**src/rtl/iob_dbus_guard.sv**
```systemverilog
// Registered guard between the CPU data-bus port and the data interconnect.
// Retimes requests, bounds slave latency with a timeout, keeps sticky errors.
module iob_dbus_guard #(
  parameter int unsigned       ADDR_W    = 32,
  parameter int unsigned       DATA_W    = 32,
  parameter int unsigned       TIMEOUT   = 255,
  parameter logic [DATA_W-1:0] ERR_RDATA = 32'hDEADBEEF
) (
  input  logic                             clk,
  input  logic                             resetn,
  input  logic [ADDR_W+DATA_W+DATA_W/8:0]  m_req,
  output logic [DATA_W:0]                  m_resp,
  output logic [ADDR_W+DATA_W+DATA_W/8:0]  s_req,
  input  logic [DATA_W:0]                  s_resp,
  input  logic                             err_clr,
  output logic                             timeout_err,
  output logic [ADDR_W-1:0]                err_addr,
  output logic                             proto_err
);

  localparam int unsigned STRB_W = DATA_W / 8;
  localparam int unsigned REQ_W  = 1 + ADDR_W + DATA_W + STRB_W;
  localparam int unsigned CNT_W  = $clog2(TIMEOUT + 1);

  localparam logic [CNT_W-1:0] CNT_LAST = CNT_W'(TIMEOUT - 1);
  localparam logic [CNT_W-1:0] CNT_ONE  = CNT_W'(1);

  typedef enum logic [1:0] {
    IDLE,
    ISSUE,
    WAIT
  } state_t;

  logic              m_valid;
  logic [ADDR_W-1:0] m_addr;
  logic [DATA_W-1:0] m_wdata;
  logic [STRB_W-1:0] m_wstrb;
  logic              s_ready;
  logic [DATA_W-1:0] s_rdata;

  state_t            state_q;
  logic [CNT_W-1:0]  cnt_q;
  logic [ADDR_W-1:0] addr_q;
  logic [DATA_W-1:0] wdata_q;
  logic [STRB_W-1:0] wstrb_q;
  logic              s_valid_q;
  logic              m_ready_q;
  logic [DATA_W-1:0] m_rdata_q;

  logic              tmo_err_q, tmo_err_d;
  logic              proto_err_q, proto_err_d;
  logic [ADDR_W-1:0] err_addr_q, err_addr_d;
  logic              tmo_set;
  logic              proto_set;

  assign m_valid = m_req[REQ_W-1];
  assign m_addr  = m_req[REQ_W-2 -: ADDR_W];
  assign m_wdata = m_req[STRB_W +: DATA_W];
  assign m_wstrb = m_req[STRB_W-1:0];
  assign s_ready = s_resp[0];
  assign s_rdata = s_resp[DATA_W:1];

  assign s_req       = {s_valid_q, addr_q, wdata_q, wstrb_q};
  assign m_resp      = {m_rdata_q, m_ready_q};
  assign timeout_err = tmo_err_q;
  assign err_addr    = err_addr_q;
  assign proto_err   = proto_err_q;

  // Transaction FSM: latch, issue for one cycle, then wait for ready or timeout.
  always_ff @(posedge clk or negedge resetn) begin
    if (!resetn) begin
      state_q   <= IDLE;
      cnt_q     <= '0;
      addr_q    <= '0;
      wdata_q   <= '0;
      wstrb_q   <= '0;
      s_valid_q <= 1'b0;
      m_ready_q <= 1'b0;
      m_rdata_q <= '0;
    end else begin
      s_valid_q <= 1'b0;
      m_ready_q <= 1'b0;
      unique case (state_q)
        IDLE: begin
          if (m_valid) begin
            addr_q    <= m_addr;
            wdata_q   <= m_wdata;
            wstrb_q   <= m_wstrb;
            s_valid_q <= 1'b1;
            state_q   <= ISSUE;
          end
        end
        ISSUE: begin
          cnt_q   <= '0;
          state_q <= WAIT;
        end
        WAIT: begin
          if (s_ready) begin
            m_rdata_q <= s_rdata;
            m_ready_q <= 1'b1;
            state_q   <= IDLE;
          end else if (cnt_q == CNT_LAST) begin
            m_rdata_q <= ERR_RDATA;
            m_ready_q <= 1'b1;
            state_q   <= IDLE;
          end else if (cnt_q != '1) begin
            cnt_q <= cnt_q + CNT_ONE;
          end
        end
        default: state_q <= IDLE;
      endcase
    end
  end

  // Sticky status next state: a set event beats a concurrent clear.
  always_comb begin
    tmo_set   = (state_q == WAIT) && !s_ready && (cnt_q == CNT_LAST);
    proto_set = (m_valid && (state_q != IDLE))
             || (s_ready && (state_q == IDLE));
    tmo_err_d   = tmo_set   | (tmo_err_q   & ~err_clr);
    proto_err_d = proto_set | (proto_err_q & ~err_clr);
    err_addr_d  = err_clr ? '0 : err_addr_q;
    if (tmo_set && (!tmo_err_q || err_clr)) begin
      err_addr_d = addr_q;
    end
  end

  // Sticky status registers.
  always_ff @(posedge clk or negedge resetn) begin
    if (!resetn) begin
      tmo_err_q   <= 1'b0;
      proto_err_q <= 1'b0;
      err_addr_q  <= '0;
    end else begin
      tmo_err_q   <= tmo_err_d;
      proto_err_q <= proto_err_d;
      err_addr_q  <= err_addr_d;
    end
  end

endmodule
```
**config.mk**
```make
export PLATFORM = sky130hd
export DESIGN_NAME = iob_dbus_guard
export DESIGN_NICKNAME = d
export VERILOG_FILES = /design/src/rtl/iob_dbus_guard.sv
export SDC_FILE = /design/constraint.sdc
export NUM_CORES = 1
export LEC_CHECK = 0
export ABC_AREA = 0
export BUFFER_PORTS_ARGS = -buffer_cell sky130_fd_sc_hd__buf_2
export CAP_MARGIN = 10
export CORE_MARGIN = 5
export CORE_UTILIZATION = 41
export DETAILED_ROUTE_END_ITERATION = 12
export PLACE_DENSITY = 0.71
export SYNTH_ARGS = -nofsm -noshare
export SYNTH_HDL_FRONTEND = slang
export SYNTH_SLANG_ARGS = --single-unit
```
**constraint.sdc**
```tcl
create_clock -name clk -period 2.4 [get_ports clk]
set_input_delay 0.36 -clock clk [delete_from_list [all_inputs] [get_ports clk]]
set_output_delay 0.36 -clock clk [all_outputs]
set_load 0.005 [all_outputs]
```
==> impl_metrics.py, run 1 <==
metrics = {
    "worst_setup_path": {
        "cp.buffers_inverters": 2,
        "crit_path_max_fanout": 25,
        "worstSetupEndpointType": "flop",
        "crit_family": "compound AO/OA/AOI/OAI gates",
        "cp_slowest_cell": "dfrtp_1",
        "timing_worst_setup_path_type": "flop to flop",
        "cp.arrival_ns": 2.34,
        "cp.required_ns": 2.69,
        "crit_chain": "inv_1 > ha_1 > nand4_1 > nor2_1 > o21ai_2 > inv_2 > o22a_1",
        "critPathMaxStageDelay_ns": 0.44,
        "start_kind": "flop",
    },
    "power_and_ir_drop": {
        "leakage_nw": 3.69,
        "power.switching_mw": 2.74,
        "internal_power_mw": 6.68,
        "power_frac_seq_pct": 41.8,
        "p_clk_share_pct": 30.0,
        "comb_power_share_pct": 28.1,
        "p_per_area_mw_per_mm2": 1220,
        "ir_worst_vdd_uv": 610,
        "swShare_pct": 29.1,
    },
    "timing": {
        "worst_slew_pin_slew_ns": 0.811,
        "worst_slack_ns": 0.341,
        "setup_viol": 0,
        "timing.final.crit_share_pct": 85.8,
        "fin_crit_ns": 2.06,
        "hold_violations": 0,
        "hold_ws_ns": 0.158,
        "tns_ns": 0,
        "rsz0062_at_grt": "false",
        "maxSlewViolCount": 0,
        "fmax_mhz": 486,
        "clock_skew_ns": 0.0103,
        "relSlewSlack_pct": 45.8,
    },
    "floorplanning": {
        "io_pins": 241,
        "coreArea_sq_mm": 0.0137,
        "die_w_um": 128,
        "die_area_sq_mm": 0.0163,
        "initial_core_util_pct": 41.5,
        "rows": 43,
        "die_y_um": 128,
    },
    "finish": {
        "n_antenna_cell": 0,
        "layout.cells.non_filler": 871,
        "area_delta_synth_final_pct": 35.8,
        "nets": 785,
        "drive_above_1_share_pct": 51.4,
        "design_area_sq_mm": 0.00772,
    },
    "clocking": {
        "postCtsSetupBuffers": 0,
        "cts_tree": "done",
        "clkTransAtPathRegs_ns": 0.06,
        "clkSinkCount": 146,
        "htree_levels": 4,
        "cts_resized": 0,
        "holdBufCountCts": 1,
        "root_buffer": "clkbuf_16",
        "clock_path_buffers": 2,
        "worstSkewPairLatency_ns": 0.42,
        "cts_inserted_buffers": 17,
    },
    "place": {
        "place_inst": 838,
        "post_dp_cell_area_sq_mm": 0.00707,
        "dp_hpwl_mm": 10.6,
        "numPortBuffers": 240,
        "place_ws_ns": 0.362,
        "place.gp.congestion": 0.871,
    },
    "drt": {
        "highest_layer": "met4",
        "wl_met1_mm": 5.97,
        "routedWlPerCell_um": 16.5,
        "firstDrtPassIters": 4,
        "antenna_left": 0,
        "drt-total-wl_mm": 14.4,
        "vias": 4396,
        "via_per_inst": 5.05,
        "drtIter0Drc": 176,
        "route.met3.wl_mm": 1.32,
        "wl_met2_mm": 6.81,
        "drc": 0,
    },
    "yosys": {
        "synth_cells": 437,
        "yosys_warnings": 0,
        "syn_area_sq_mm": 0.00569,
        "syn_avg_cell_area_sq_um": 13.0,
        "synth_seq_cells": 146,
        "synth_cell_type_count": 38,
        "synth-edff-count": 0,
        "async_flop_share_pct": 100,
        "seq_area_frac_synth_pct": 64.2,
        "synth_ff_type": "dfrtp_1",
        "syn_nets": 544,
    },
    "global_routing": {
        "antenna_found_initial": 0,
        "grt_overflow": 0,
        "grt_pass1_wl_mm": 23.3,
        "grt_max_degree": 66,
        "track_usage_pct": 18.0,
        "grt_pass1_vias": 4578,
    },
    "job": {
        "maxCapViolCount": 0,
    },
    "status": {
        "status": "completed",
    },
    "min_path": {
        "min_path_type": "primary input to flop",
    },
}
worst reg2reg max path: stages, from the launching register on:
cell	delay, ns
dfrtp_1	0.44
inv_1	0.07
ha_1	0.21
nand4_1	0.16
nor2_1	0.10
o21ai_2	0.38
inv_2	0.29
o22a_1	0.29
stage by stage:
step	power, mW	utilization (%)
after floorplan	5.32	-
after global placement	6.52	51.5
after detailed placement	6.68	51.5
after CTS	9.55	56.3
after global routing	9.99	56.3
final	9.41	56.3
area by class of cell:
type                    count  area (sq um)
clock buffers              18           439
clock inverters            14           201
fillers                  1159          6000
inverters                   7          26.3
multi-input cells         257          1870
flip-flops and latches    146          3650
well taps                 180           225
repair buffers            249          1300
synthesized netlist by cell type (all sizes together), types with 3 or more instances:
library cell  count  area share (%)
nand3             9            0.79
o22a             24             3.7
dfrtp           146              64
nor2              6            0.40
nand4             3            0.33
nand2            69             4.6
or4               3            0.40
o211ai            5            0.66
inv               6            0.40
a22o              8             1.2
clkbuf            8            0.57
buf              19             1.8
mux2             68              13
o21ai            37             3.3
power by group through the flow:
stage | logic, mW | registers (mW) | clock network, mW
after floorplan | 1.35 | 3.97 | 0
after global placement | 2.60 | 3.92 | 0
after detailed placement | 2.70 | 3.98 | 0
after CTS | 2.71 | 3.94 | 2.90
after global routing | 2.90 | 4.07 | 3.02
final | 2.65 | 3.94 | 2.83
kinds of logic (layout without fill, tap and decap cells):
group	after synthesis	after routing	share of synthesized area (%)
AO/OA/AOI/OAI	86	86	11.1
AND/OR/NAND/NOR	101	101	7.94
adder cells (fa/ha/maj)	2	2	0.440
buffers and inverters	34	288	2.82
flip-flops	146	146	64.2
multiplexers	68	68	13.5
placed cells by master, fill, tap and decap left out, types with 2 or more instances in the layout:
cell type   count
a21oi_1         2
buf_2         239
buf_4           6
nor2_1          6
or4_1           3
o21ai_0        36
nand2_1        69
nand3_1         9
o311ai_0        2
clkinvlp_4      4
inv_1           5
mux2_2         68
o211ai_1        5
buf_12          2
o31ai_1         2
dfrtp_1       146
inv_6           3
o22a_1         24
o32ai_1         2
a22o_1          8
ha_1            2
nand4_1         3
bufinv_16       4
nor4_1          2
clkbuf_16      17
worst paths after layout:
check,start,to,slack (ns),depth (start not counted)
hold / removal,s_resp[22],m_rdata_q[21]$_DFFE_PN0P_,0.16,2
setup reg to reg,cnt_q[0]$_DFFE_PN0P_,m_rdata_q[6]$_DFFE_PN0P_,0.34,7
max in group asynchronous,resetn,addr_q[9]$_DFFE_PN0P_,1.15,3
setup / recovery,cnt_q[0]$_DFFE_PN0P_,m_rdata_q[6]$_DFFE_PN0P_,0.34,7
min in group asynchronous,resetn,addr_q[1]$_DFFE_PN0P_,0.50,2
hold reg to reg,addr_q[7]$_DFFE_PN0P_,err_addr[7]$_DFFE_PN0P_,0.50,2
metal layers:
metal  up-vias  GRT usage, %
met3        23          6.88
met1      2130          22.3
met2       195          28.4
met5         -             0
met4         0          7.30
li1       2048             -
flip-flops by register name, indices dropped and copies added, names as in the netlist:
| name | cells |
|---|---|
| s_valid_q | 1 |
| err_addr | 32 |
| wdata_q | 32 |
| addr_q | 32 |
| wstrb_q | 4 |
| timeout_err | 1 |
| m_ready_q | 1 |
| state_q | 2 |
| m_rdata_q | 32 |
| cnt_q | 8 |
| proto_err | 1 |
Power figures use the tool's default switching activity.
==> run 2, diff against run 1 <==
- CELL_PAD_IN_SITES_DETAIL_PLACEMENT: not set -> 2
- CELL_PAD_IN_SITES_GLOBAL_PLACEMENT: not set -> 2
- CORE_UTILIZATION: 41 -> 30
- PLACE_DENSITY: 0.71 -> 0.81
==> run 2 against run 1 <==
  * First-iteration DRC count decreased by 56%
  * Global-route usage down 1.3 points
  * Combinational power rose by 3%
  * Total power down 2.1%
  * Largest cell class unchanged
  * Routed wire length is 26% higher
  * Via count up 2.4%
  * Fmax down 0.98%
  * Hold slack worse by 0.011 ns
  * Utilization fell by 15 points
  * Critical path depth did not move
  * Highest routed layer unchanged
==> impl_metrics.py, run 2 (synthesis results as in run 1) <==
metrics = {
    "global_routing": {
        "grt_max_degree": 71,
        "grt_pass1_wl_mm": 28.9,
        "grt_pass1_vias": 5236,
        "antenna_found_initial": 0,
        "track_usage_pct": 16.7,
        "grt_overflow": 0,
    },
    "finish": {
        "area_delta_synth_final_pct": 35.6,
        "nets": 785,
        "drive_above_1_share_pct": 51.2,
        "n_antenna_cell": 0,
        "num-fill-cells": 1956,
        "layout_common_cells": "239 x buf_2, 146 x dfrtp_1, 69 x nand2_1, 68 x mux2_2, 36 x o21ai_0",
        "final_common_cell": "buf_2",
    },
    "clocking": {
        "cts_inserted_buffers": 17,
        "clkSinkCount": 146,
        "root_buffer": "clkbuf_16",
        "worstSkewPairLatency_ns": 0.42,
        "clkTransAtPathRegs_ns": 0.07,
        "clock_path_buffers": 2,
        "htree_levels": 4,
        "cts_tree": "done",
        "cts_resized": 0,
    },
    "job": {
        "maxCapViolCount": 0,
    },
    "worst_setup_path": {
        "timing_worst_setup_path_type": "flop to flop",
        "start_kind": "flop",
        "reg2reg_slack_ns": 0.32,
        "crit_path_max_fanout": 25,
        "cp.required_ns": 2.70,
        "worstSetupEndpointType": "flop",
        "cp.arrival_ns": 2.38,
    },
    "timing": {
        "timing.final.crit_share_pct": 86.6,
        "worst_slack_ns": 0.321,
        "rsz0062_at_grt": "false",
        "clock_skew_ns": 0.0102,
        "setup_viol": 0,
        "fmax_mhz": 481,
        "tns_ns": 0,
        "relSlewSlack_pct": 71.3,
        "worst_slew_pin_slew_ns": 0.430,
        "hold_violations": 0,
        "maxSlewViolCount": 0,
        "fin_crit_ns": 2.08,
    },
    "min_path": {
        "min_path_type": "primary input to flop",
    },
    "drt": {
        "firstDrtPassIters": 4,
        "via_per_inst": 4.86,
        "route.met3.wl_mm": 1.46,
        "drtIter0Drc": 77,
        "vias": 4500,
        "antenna_left": 0,
        "routedWlPerCell_um": 19.5,
        "highest_layer": "met4",
        "drt-total-wl_mm": 18.1,
        "wl_met2_mm": 9.23,
        "drc": 0,
        "wl_met1_mm": 7.10,
    },
    "place": {
        "numPortBuffers": 240,
        "place.gp.congestion": 0.834,
        "dp_hpwl_mm": 13.4,
        "place_ws_ns": 0.299,
    },
    "floorplanning": {
        "die_area_sq_mm": 0.0218,
        "coreArea_sq_mm": 0.0187,
        "initial_core_util_pct": 30.4,
        "rows": 50,
        "die_y_um": 148,
        "die_w_um": 148,
        "io_pins": 241,
    },
    "power_and_ir_drop": {
        "ir_worst_vdd_uv": 474,
        "p_per_area_mw_per_mm2": 1200,
        "leakage_nw": 3.65,
    },
    "status": {
        "status": "completed",
    },
}
==> run 2: cell types whose count changed in the layout (fill, tap and decap cells not counted), sizes merged <==
cell and delta:
inv +2, clkinv +4, bufinv -4, clkinvlp -2
==> run 2: per-stage QoR <==
| step | util [%] | hold slack (ns) | cells | area (sq um) | total power, mW |
|---|---|---|---|---|---|
| floorplan | - | 0.0644 | 437 | 5690 | 5.32 |
| global placement | 38.2 | 0.273 | 892 | 7150 | 6.59 |
| detailed placement | 38.2 | 0.279 | 892 | 7150 | 6.85 |
| CTS | 41.2 | 0.123 | 925 | 7710 | 9.42 |
| global route | 41.2 | 0.124 | 925 | 7710 | 9.84 |
| finish | 41.2 | 0.147 | 925 | 7710 | 9.22 |
==> run 2: worst paths after layout <==
path	from	end	cells after the start
worst max-delay path	cnt_q[0]$_DFFE_PN0P_	m_rdata_q[13]$_DFFE_PN0P_	7
worst min-delay path	s_resp[27]	m_rdata_q[26]$_DFFE_PN0P_	2
worst max register to register	cnt_q[0]$_DFFE_PN0P_	m_rdata_q[13]$_DFFE_PN0P_	7
worst min register to register	m_rdata_q[14]$_DFFE_PN0P_	m_rdata_q[14]$_DFFE_PN0P_	1
max in group asynchronous	resetn	addr_q[10]$_DFFE_PN0P_	3
min in group asynchronous	resetn	wdata_q[8]$_DFFE_PN0P_	2
==> run 2: area by class of cell <==
type | count | area [sq um] | area share (%)
Clock inverter | 14 | 121 | 1.57
Timing Repair Buffer | 249 | 1320 | 17.1
Inverter | 7 | 26.3 | 0.341
Multi-Input combinational cell | 257 | 1870 | 24.3
Tap cell | 234 | 293 | 3.80
Sequential cell | 146 | 3650 | 47.4
Clock buffer | 18 | 429 | 5.56
==> run 2: what timing repair did <==
action                    CTS  global route
setup buffers               0             0
hold endpoints to repair   32             0
hold buffers                1             0
==> run 2: critical path, cell delays in order (launching register included) <==
cell and delay (ns):
dfrtp_1 0.44, inv_1 0.08, ha_1 0.23, nand4_1 0.18, nor2_1 0.10, o21ai_2 0.36, inv_2 0.29, o22a_1 0.28
==> run 2: report_power, final <==
part / leakage [nW] / switching, mW / total (mW) / internal [mW]
logic: 1.60 / 1.20 / 2.74 / 1.53
registers: 1.79 / 0.621 / 3.99 / 3.37
clock network: 0.266 / 1.14 / 2.49 / 1.35
==> run 2: layer usage <==
| metal | global-route usage (%) | up-vias |
|---|---|---|
| met3 | 6.59 | 25 |
| met4 | 4.61 | 0 |
| met2 | 29.2 | 166 |
| met1 | 18.9 | 2285 |
| met5 | 0 | - |
| li1 | - | 2024 |
